`config.mk`:
```
export PLATFORM = sky130hd
export DESIGN_NAME = simpleuart_wb_ctrl
export DESIGN_NICKNAME = d
export VERILOG_FILES = /design/src/rtl/simpleuart_wb_ctrl.sv
export SDC_FILE = /design/constraint.sdc
export NUM_CORES = 1
export LEC_CHECK = 0
export CAP_MARGIN = 40
export CORE_ASPECT_RATIO = 0.9
export CORE_MARGIN = 2
export CORE_UTILIZATION = 41
export CTS_CLUSTER_SIZE = 10
export DETAILED_ROUTE_END_ITERATION = 6
export PLACE_DENSITY_LB_ADDON = 0.12
export SLEW_MARGIN = 15
export SYNTH_ARGS = -nofsm -noshare
export SYNTH_HDL_FRONTEND = slang
export SYNTH_SLANG_ARGS = --single-unit
export TNS_END_PERCENT = 30
```
`constraint.sdc`:
```
create_clock -name wb_clk_i -period 1.35 [get_ports wb_clk_i]
set_input_delay 0.27 -clock wb_clk_i [delete_from_list [all_inputs] [get_ports wb_clk_i]]
set_output_delay 0.27 -clock wb_clk_i [all_outputs]
set_load 0.005 [all_outputs]
```
`src/rtl/simpleuart_wb_ctrl.sv`:
```
// simpleuart_wb_ctrl: Wishbone master that sequences one simpleuart_wb slave.
// It programs the clock divider once after reset, then loops polling the
// status register. From each poll it either drains a received byte into a
// one-entry holding register, or forwards one byte from two round-robin
// arbitrated transmit requesters, or simply polls again.
module simpleuart_wb_ctrl #(
  parameter logic [31:0] CLK_DIV = 32'd0,
  parameter bit          RX_EN   = 1'b1
) (
  input  logic        wb_clk_i,
  input  logic        wb_rst_i,

  // Wishbone master port towards the UART
  output logic        wbm_adr_o,
  output logic [31:0] wbm_dat_o,
  input  logic [31:0] wbm_dat_i,
  output logic        wbm_we_o,
  output logic [3:0]  wbm_sel_o,
  output logic        wbm_stb_o,
  input  logic        wbm_ack_i,

  // Transmit requester 0
  input  logic [7:0]  tx0_data_i,
  input  logic        tx0_valid_i,
  output logic        tx0_ready_o,

  // Transmit requester 1
  input  logic [7:0]  tx1_data_i,
  input  logic        tx1_valid_i,
  output logic        tx1_ready_o,

  // Received byte holding register
  output logic [7:0]  rx_data_o,
  output logic        rx_valid_o,
  input  logic        rx_ready_i,

  output logic        init_done_o
);

  // Register map and byte-select patterns of the UART slave
  localparam logic       AdrData   = 1'b0;
  localparam logic       AdrDiv    = 1'b1;
  localparam logic [3:0] SelAll    = 4'hF;
  // Status read touches only byte 1 so the slave does not pop its RX byte.
  localparam logic [3:0] SelStatus = 4'b0010;
  localparam logic [3:0] SelData   = 4'b0001;

  typedef enum logic [2:0] {
    StInit,
    StPoll,
    StDecide,
    StTxWr,
    StRxRd
  } state_e;

  state_e      state_q, state_d;

  // Registered bus signals, held stable while stb is high
  logic        stb_q, stb_d;
  logic        adr_q, adr_d;
  logic        we_q, we_d;
  logic [3:0]  sel_q, sel_d;
  logic [31:0] dat_q, dat_d;

  // Status bits captured from the last poll
  logic        tx_busy_q, tx_busy_d;
  logic        rbuf_valid_q, rbuf_valid_d;

  // Arbitration state
  logic        last_grant_q, last_grant_d;
  logic        grant_q, grant_d;
  logic [7:0]  tx_byte_q, tx_byte_d;
  logic        grant_pick;

  // Handshake outputs
  logic        tx0_ready_q, tx0_ready_d;
  logic        tx1_ready_q, tx1_ready_d;
  logic [7:0]  rx_data_q, rx_data_d;
  logic        rx_valid_q, rx_valid_d;
  logic        init_done_q, init_done_d;

  // Only the data byte and the two status flags of the read word carry meaning.
  logic        unused_dat_hi;
  assign unused_dat_hi = ^wbm_dat_i[31:10];

  // Round-robin pick: on a tie the requester other than the last winner goes.
  assign grant_pick = (tx0_valid_i && tx1_valid_i) ? ~last_grant_q : tx1_valid_i;

  // Next-state logic: each bus state first issues its transaction, then waits for ack.
  always_comb begin
    state_d      = state_q;
    stb_d        = stb_q;
    adr_d        = adr_q;
    we_d         = we_q;
    sel_d        = sel_q;
    dat_d        = dat_q;
    tx_busy_d    = tx_busy_q;
    rbuf_valid_d = rbuf_valid_q;
    last_grant_d = last_grant_q;
    grant_d      = grant_q;
    tx_byte_d    = tx_byte_q;
    tx0_ready_d  = 1'b0;
    tx1_ready_d  = 1'b0;
    rx_data_d    = rx_data_q;
    rx_valid_d   = rx_valid_q;
    init_done_d  = init_done_q;

    if (rx_valid_q && rx_ready_i) begin
      rx_valid_d = 1'b0;
    end

    unique case (state_q)
      StInit: begin
        if (!stb_q) begin
          stb_d = 1'b1;
          adr_d = AdrDiv;
          we_d  = 1'b1;
          sel_d = SelAll;
          dat_d = CLK_DIV;
        end else if (wbm_ack_i) begin
          stb_d       = 1'b0;
          init_done_d = 1'b1;
          state_d     = StPoll;
        end
      end

      StPoll: begin
        if (!stb_q) begin
          stb_d = 1'b1;
          adr_d = AdrData;
          we_d  = 1'b0;
          sel_d = SelStatus;
          dat_d = 32'd0;
        end else if (wbm_ack_i) begin
          stb_d        = 1'b0;
          tx_busy_d    = wbm_dat_i[9];
          rbuf_valid_d = wbm_dat_i[8];
          state_d      = StDecide;
        end
      end

      StDecide: begin
        // RX is served first so incoming bytes are not lost behind TX traffic.
        if (RX_EN && rbuf_valid_q && !rx_valid_q) begin
          state_d = StRxRd;
        end else if (!tx_busy_q && (tx0_valid_i || tx1_valid_i)) begin
          grant_d   = grant_pick;
          tx_byte_d = grant_pick ? tx1_data_i : tx0_data_i;
          state_d   = StTxWr;
        end else begin
          state_d = StPoll;
        end
      end

      StTxWr: begin
        if (!stb_q) begin
          stb_d = 1'b1;
          adr_d = AdrData;
          we_d  = 1'b1;
          sel_d = SelData;
          dat_d = {24'd0, tx_byte_q};
        end else if (wbm_ack_i) begin
          stb_d        = 1'b0;
          tx0_ready_d  = ~grant_q;
          tx1_ready_d  = grant_q;
          last_grant_d = grant_q;
          // Back to POLL so tx_busy is re-sampled before the next write.
          state_d      = StPoll;
        end
      end

      StRxRd: begin
        if (!stb_q) begin
          stb_d = 1'b1;
          adr_d = AdrData;
          we_d  = 1'b0;
          sel_d = SelData;
          dat_d = 32'd0;
        end else if (wbm_ack_i) begin
          stb_d      = 1'b0;
          rx_data_d  = wbm_dat_i[7:0];
          rx_valid_d = 1'b1;
          state_d    = StPoll;
        end
      end

      default: begin
        stb_d   = 1'b0;
        state_d = StInit;
      end
    endcase
  end

  // State and output registers with synchronous reset; reset abandons any open transaction.
  always_ff @(posedge wb_clk_i) begin
    if (wb_rst_i) begin
      state_q      <= StInit;
      stb_q        <= 1'b0;
      adr_q        <= 1'b0;
      we_q         <= 1'b0;
      sel_q        <= 4'd0;
      dat_q        <= 32'd0;
      tx_busy_q    <= 1'b0;
      rbuf_valid_q <= 1'b0;
      last_grant_q <= 1'b1;
      grant_q      <= 1'b0;
      tx_byte_q    <= 8'd0;
      tx0_ready_q  <= 1'b0;
      tx1_ready_q  <= 1'b0;
      rx_data_q    <= 8'd0;
      rx_valid_q   <= 1'b0;
      init_done_q  <= 1'b0;
    end else begin
      state_q      <= state_d;
      stb_q        <= stb_d;
      adr_q        <= adr_d;
      we_q         <= we_d;
      sel_q        <= sel_d;
      dat_q        <= dat_d;
      tx_busy_q    <= tx_busy_d;
      rbuf_valid_q <= rbuf_valid_d;
      last_grant_q <= last_grant_d;
      grant_q      <= grant_d;
      tx_byte_q    <= tx_byte_d;
      tx0_ready_q  <= tx0_ready_d;
      tx1_ready_q  <= tx1_ready_d;
      rx_data_q    <= rx_data_d;
      rx_valid_q   <= rx_valid_d;
      init_done_q  <= init_done_d;
    end
  end

  assign wbm_stb_o   = stb_q;
  assign wbm_adr_o   = adr_q;
  assign wbm_we_o    = we_q;
  assign wbm_sel_o   = sel_q;
  assign wbm_dat_o   = dat_q;
  assign tx0_ready_o = tx0_ready_q;
  assign tx1_ready_o = tx1_ready_q;
  assign rx_data_o   = rx_data_q;
  assign rx_valid_o  = RX_EN && rx_valid_q;
  assign init_done_o = init_done_q;

endmodule

```
# Yosys cells after proc, flatten, opt, wreduce, memory -nomap -nowiden
# Cells that the tools add are included.
[op_classes]
eq_ne = 16
mux = 27
n_bitwise = 6
n_reduce_logical = 30
[ops]
columns = ["op", "count"]
rows = [
  ["32-bit 2-to-1 mux", 2],
  ["32-bit one-hot mux with 2 select lines", 1],
  ["3-bit AND reduction", 8],
  ["2-bit != test, second input constant", 10],
  ["3-bit 2-to-1 mux", 5],
  ["4-bit 2-to-1 mux", 3],
  ["4-bit one-hot mux with 3 select lines", 1],
  ["1-bit 2-to-1 mux", 9],
  ["3-bit one-hot mux with 3 select lines", 1],
  ["3-bit OR reduction", 3],
  ["8-bit 2-to-1 mux", 1],
  ["4-bit AND reduction", 2],
  ["4-bit OR reduction", 2],
  ["3-bit by 2-bit equality test with 1-bit output, second input constant", 2],
  ["1-bit NOT", 6],
  ["1-bit one-hot mux with 2 select lines", 3],
  ["2-bit nonzero test", 3],
  ["2-bit OR reduction", 3],
  ["1-bit logical AND", 4],
  ["2-bit by 1-bit != test with 1-bit output, second input constant", 2],
  ["3-bit by 1-bit equality test with 1-bit output, second input constant", 1],
  ["3-bit equality test, second input constant", 1],
  ["3-bit zero test", 1],
  ["3-bit nonzero test", 1],
  ["3 further kinds", 4],
]
[word_totals]
reg_bits = 66
input_bits = 54
out_inout_bits = 51
elab_cells = 95

# Depth between registers and ports, before layout
# Gate-level depths: netlist of run 1.
[logic_depth]
depth_word = 5
depth_mapped = 5
mapped_depth_nobuf = 3

# Worst setup path after synthesis of run 1
# Ideal clock, no wire load.
[synth_path]
path_kind = "register to register"
startpoint = "reg state_q[2]"
endpoint = "reg tx_byte_q[0]"
setup_ps = 123
t_arrival_ps = 1058
required_ps = 1227
slack_ps = 169
path_stages_with_launch = 5
n_path_buf = 1
synth_period_minus_slack_ps = 1181
path_cell_list = "dfxtp_1 nor4b_4 and3_1 buf_4 a211oi_2"
[synth_via]
elab_chain_cells = 2
[synth_lines]
columns = ["item", "line_no", "rtl"]
rows = [
  ["start, declared", "56", "state_e state_q, state_d;"],
  ["start signal, assigned", "197", "state_q <= StInit;"],
  ["start signal, assigned", "214", "state_q <= state_d;"],
  ["3-bit by 2-bit equality test with 1-bit output", "112", "unique case (state_q)"],
  ["3-bit AND reduction (no line)", "-", ""],
  ["end signal, assigned", "224", "tx_byte_q <= tx_byte_d;"],
  ["end, declared", "72", "logic [7:0] tx_byte_q, tx_byte_d;"],
]
# No other way between the ends.
# A chain may end at the register's enable or synchronous reset.

# Final worst setup path of run 1
[layout_path]
startpoint = "in tx0_valid_i"
endpoint = "reg state_q[1]"
[layout_via]
elab_chain_cells = 5
[layout_lines]
columns = ["item", "line_no", "rtl"]
rows = [
  ["start, declared", "24", "input logic tx0_valid_i,"],
  ["1-bit logical OR", "146", "end else if (!tx_busy_q && (tx0_valid_i || tx1_valid_i)) begin"],
  ["1-bit logical AND", "146", ""],
  ["2-bit 2-to-1 mux", "146", ""],
  ["3-bit 2-to-1 mux", "144", "if (RX_EN && rbuf_valid_q && !rx_valid_q) begin"],
  ["3-bit one-hot mux with 3 select lines", "112", ""],
]
# No other way between the ends.

==> results of run 1 <==
-- path summary, 6_finish.rpt --
check	to	slack, ps	cells past startpoint
max	state_q[1]$_SDFFE_PP0P_	50	5
min	wbm_adr_o$_SDFFE_PP0P_	350	2
max reg2reg	state_q[0]$_SDFFE_PP0P_	70	4
min reg2reg	tx0_ready_o$_SDFF_PP0_	430	1
-- sequential cells by signal, summed over array words and instances (netlist names) --
signal and count:
tx1_ready_o 1, init_done_o 1, wbm_we_o 1, rbuf_valid_q 1, tx_byte_q 8, state_q 3
grant_q 1, rx_data_o 8, last_grant_q 1, wbm_dat_o 8, rx_valid_o 1, wbm_adr_o 1
wbm_sel_o 3, tx_busy_q 1, tx0_ready_o 1, wbm_stb_o 1
-- stage by stage --
stage               util [%]  area (µm²)  hold WS [ps]
floorplan                  -        2240           390
global placement        52.8        2730           410
detailed placement      52.8        2730           416
CTS                     54.4        2810           351
global route            55.1        2850           375
finish                  55.1        2850           354
-- worst max-delay path, delay by kind of cell --
family,cells,cell delay [ps]
AOI/OAI and AO/OA,2,470
buffers and inverters,2,610
and+or+nand+nor,1,140
-- report_power, final --
part,leakage [nW],internal [W],switching (W)
Clock,0.0395,0.000367,0.000394
Sequential,0.338,0.00130,0.0000594
Combinational,0.779,0.000396,0.000377
Total,1.16,0.00206,0.000830
-- kinds of logic (layout without fill, tap and decap cells) --
logic type	Yosys count	in the layout
AO/OA/AOI/OAI	81	81
buffers and inverters	51	97
other	1	24
flip-flops	41	41
AND/OR/NAND/NOR	52	52
multiplexers	8	8
XOR/XNOR	1	1
-- cell type report --
class	instances	area, µm²
multi-input combinational	166	1080
fill	520	2320
tap	67	83.8
clock buffer	8	80.1
inverter	6	22.5
timing repair buffer	83	743
sequential	41	835
-- cell usage after synthesis, types with 2 or more instances --
cell and instances:
nor3_1 3, mux2i_1 8, a211oi_2 8, nor2b_1 3, clkbuf_8 3, a21oi_2 2
buf_4 32, and2_1 2, nand4_1 9, buf_6 3, dfxtp_1 41, inv_1 6
nand3_1 11, a31oi_1 10, nand2_1 5, nand2b_1 3, nor2_1 3, o21ai_0 24
a21oi_1 25, buf_2 3, clkbuf_1 4, a21o_1 2
-- timing repair --
item,CTS,global route
hold endpoints to repair,0,0
cloned,0,1
hold buffers,0,0
buffers inserted,2,1
setup endpoints to repair,40,20
resized for setup,40,10
-- per-layer routing --
layer | up-vias | part of all wire [%]
met5 | - | 0
met4 | 0 | 1.5
met3 | 7 | 6.8
met2 | 57 | 44
met1 | 876 | 48
li1 | 939 | -
==> results.toml, run 1 <==
[status]
status = "finished, final reports clean"

[final_layout]
num_antenna_cells = 0
stdcell_count = 371
nets = 357
final_cell_mix = "dfxtp_1, clkdlybuf4s50_1, dlygate4sd2_1"
area_growth_pct = 32.1
drive_gt1_share_pct = 21.7

[setup_path]
required_ps = 1540
cp_max_fo = 3
slowest_delay_ps = 500
r2r_start = "state_q[2]$_SDFFE_PP0P_"
cp_slowest_cell = "clkdlybuf4s50_1"
path_class = "in -> reg"
startpoint = "tx0_valid_i"
cp_cell_sequence = "clkdlybuf4s50_1, or2_4, buf_4, a41oi_1, a2111oi_2"
end_kind = "flip-flop"
startpoint_type = "primary input"
arrival_ps = 1490

[floorplan]
row_count = 25
dieArea_mm2 = 0.00585
io_pins = 105
die_w_um = 80.4
initial_utilization_pct = 41.7
die_h_um = 72.8
core-area_mm2 = 0.00516

[synthesis]
yosys_warnings = 0
syn_area_mm2 = 0.00215
syn_inst = 235
synth_ff_type = "dfxtp_1"
async_reset_ff_share_pct = 0
synthMuxAreaShare_pct = 3.72
synth_seq_cells = 41
synth-compound-area-share_pct = 24.8
seq_area_frac_synth_pct = 38.1
synth.distinct_cells = 47
synth_xor_area_share_pct = 0.407
synth_largest_area_cell = "dfxtp_1"
syn_avg_cell_area_um2 = 9.17
synth_fa_ha_area_share_pct = 0
synth_top_family_by_area = "compound AO/OA/AOI/OAI gates"
yosys.area_share.simple_pct = 15.7
synth_area_leaders = "dfxtp_1, buf_4, a21oi_1"
yosysTopAreaCellShare_pct = 38.1
synth-edff-count = 0

[sta]
hold_violations = 0
final.setup.worst_slack_ps = 49.2
finClkSkew_ps = 4.15
fin_crit_sh_pct = 96.4
max_freq_mhz = 769
rsz0062_at_grt = "yes"
setup_viol = 0
slew_viol_final = 0
min_period_ps = 1300
finalSetupTns_ps = 0

[min_path]
hold_path_startpoint = "wb_rst_i"
hold_class = "in -> reg"

[global_route]
met2_usage_pct = 23.6
grt_usage_pct = 16.6
grt_overflow = 0
antenna_found_initial = 0
use_met1_pct = 24.0
use_met3_pct = 4.58
grt_max_degree = 18
grt_pass1_wl_mm = 7.62
grt_pass1_vias = 1642
top_usage_layer = "met1"

[placed_design]
pre_cts_ws_ps = -322
place_inst = 359
hpwl_mm = 3.42
portBuffers = 58
routabilityCongestion = 0.787

[clock_tree]
clk_path_buf_depth = 2
cts_root_buf = "clkbuf_8"
htreeDepth = 2
clk_pin_slew_ps = 70
cts_tree = "done"
cts_made_buffers = 5
clock_sinks = 41
clock_latency_ps = 290

[routing]
remaining_drc_errors = 0
ant_nets = 0
route.vias.total = 1879
drtIter0Drc = 120
via_per_inst = 5.06
wl_per_cell_um = 13.0
wirelength_mm = 4.81
dr.pass1.iters = 5

[power]
power_w = 0.00289
p_leak_nw = 1.16
ir_drop_v = 0.000615
powerDensity_mw_per_mm2 = 1020

[flow_run]
maxCapViolCount = 0
Power figures use the tool's default switching activity.
==> run 2, diff against run 1 <==
Settings changed: CELL_PAD_IN_SITES_DETAIL_PLACEMENT set to 0, CELL_PAD_IN_SITES_GLOBAL_PLACEMENT set to 1, CORE_UTILIZATION 41 to 29.
==> results.toml, run 2 (same netlist as run 1, synthesis figures left out) <==
[global_route]
grt_overflow = 0
met2_usage_pct = 19.4
top_usage_layer = "met2"
grt_pass1_wl_mm = 8.47
grt_max_degree = 21
use_met3_pct = 2.72
grt_usage_pct = 13.2
grt_pass1_vias = 1649
antenna_found_initial = 0
use_met1_pct = 19.3

[placed_design]
hpwl_mm = 3.73
portBuffers = 58
routabilityCongestion = 0.747
pre_cts_ws_ps = -326

[floorplan]
initial_utilization_pct = 30.3
dieArea_mm2 = 0.00814
die_h_um = 85.8
core-area_mm2 = 0.00711
io_pins = 105
die_w_um = 94.9
row_count = 29

[routing]
remaining_drc_errors = 0
ant_nets = 0
dr.pass1.iters = 4
wl_per_cell_um = 14.0
route.vias.total = 1831
via_per_inst = 4.64
wirelength_mm = 5.52
drtIter0Drc = 50

[clock_tree]
clk_pin_slew_ps = 80
clock_sinks = 41
clk_path_buf_depth = 2
cts_made_buffers = 5
cts_root_buf = "clkbuf_8"
clock_latency_ps = 290
htreeDepth = 2
cts_tree = "done"

[setup_path]
reg2reg_slack_ps = 80
end_kind = "flip-flop"
cp_max_fo = 7
startpoint_type = "primary input"
required_ps = 1520
path_class = "in -> reg"
rr_worst_depth = 4
arrival_ps = 1500

[final_layout]
layout.cells.most_common = "clkdlybuf4s50_1"
final_cell_mix = "clkdlybuf4s50_1, dfxtp_1, dlygate4sd2_1"
num_antenna_cells = 0
nets = 355
final-seq-area_um2 = 838
drive_gt1_share_pct = 23.8
multi_input_area_mm2 = 0.00110
fillCellCount = 735
area_growth_pct = 35.4

[sta]
hold_violations = 0
rsz0062_at_grt = "yes"
setup_viol = 0
finClkSkew_ps = 4.69
max_freq_mhz = 753
final.setup.worst_slack_ps = 21.6
finalSetupTns_ps = 0
fin_crit_sh_pct = 98.4
min_period_ps = 1330
hold_slack_ps = 245
slew_viol_final = 0

[power]
powerDensity_mw_per_mm2 = 1010
p_leak_nw = 1.16
ir_drop_v = 0.000471

[status]
status = "finished, final reports clean"

[min_path]
worstHoldPathCells = 2
hold_class = "in -> reg"

[flow_run]
maxCapViolCount = 0
==> run 2: cell type report <==
| class | instances | area share (%) |
|---|---|---|
| multi-input combinational | 166 | 37.7 |
| sequential | 41 | 28.7 |
| timing repair buffer | 80 | 25.7 |
| tap | 93 | 3.99 |
| clock buffer | 8 | 2.75 |
| inverter | 6 | 0.901 |
| timing repair inverter | 1 | 0.257 |
==> run 2: path summary, 6_finish.rpt <==
| path | startpoint | to |
|---|---|---|
| worst max-delay path | tx0_valid_i | tx_byte_q[6]$_SDFFE_PP0P_ |
| worst min-delay path | wb_rst_i | tx0_ready_o$_SDFF_PP0_ |
| worst max register to register | state_q[2]$_SDFFE_PP0P_ | tx_byte_q[6]$_SDFFE_PP0P_ |
| worst min register to register | grant_q$_SDFFE_PP0P_ | tx0_ready_o$_SDFF_PP0_ |
==> run 2: per-stage QoR <==
stage                     instances  power, W  util, %  area [µm²]
after global placement          383   0.00216     38.7        2760
final                           395   0.00293     41.0        2920
after floorplan                 258   0.00191        -        2240
after CTS                       393   0.00294     39.9        2840
after global routing            395   0.00311     41.0        2920
after detailed placement        383   0.00216     38.7        2760
==> run 2: per-layer routing <==
layer,routed length (µm),vias to the layer above,part of all wire [%]
met5,0,-,0
met4,60,0,1.1
met3,319,5,5.8
met2,2390,61,43
met1,2750,830,50
li1,-,935,-
==> run 2: worst max-delay path, cell delays in order <==
cell             delay, ps
clkdlybuf4s50_1        440
or2_2                  340
buf_4                  190
a31oi_1                200
a211oi_2                70
==> run 2: power breakdown <==
part / switching [W] / total, W / internal [W] / leakage (nW)
Clock: 0.000397 / 0.000765 / 0.000368 / 0.0395
Combinational: 0.000392 / 0.000803 / 0.000411 / 0.780
Sequential: 0.0000681 / 0.00137 / 0.00130 / 0.339
==> run 2: timing repair <==
action                                  4_1_cts  5_1_grt
endpoints found under the hold margin         0        0
pin swaps                                     0        1
buffers inserted                              2        0
hold buffers                                  0        0
gates cloned                                  0        2
gates resized for setup                      40       21
endpoints found under the setup margin       44       20
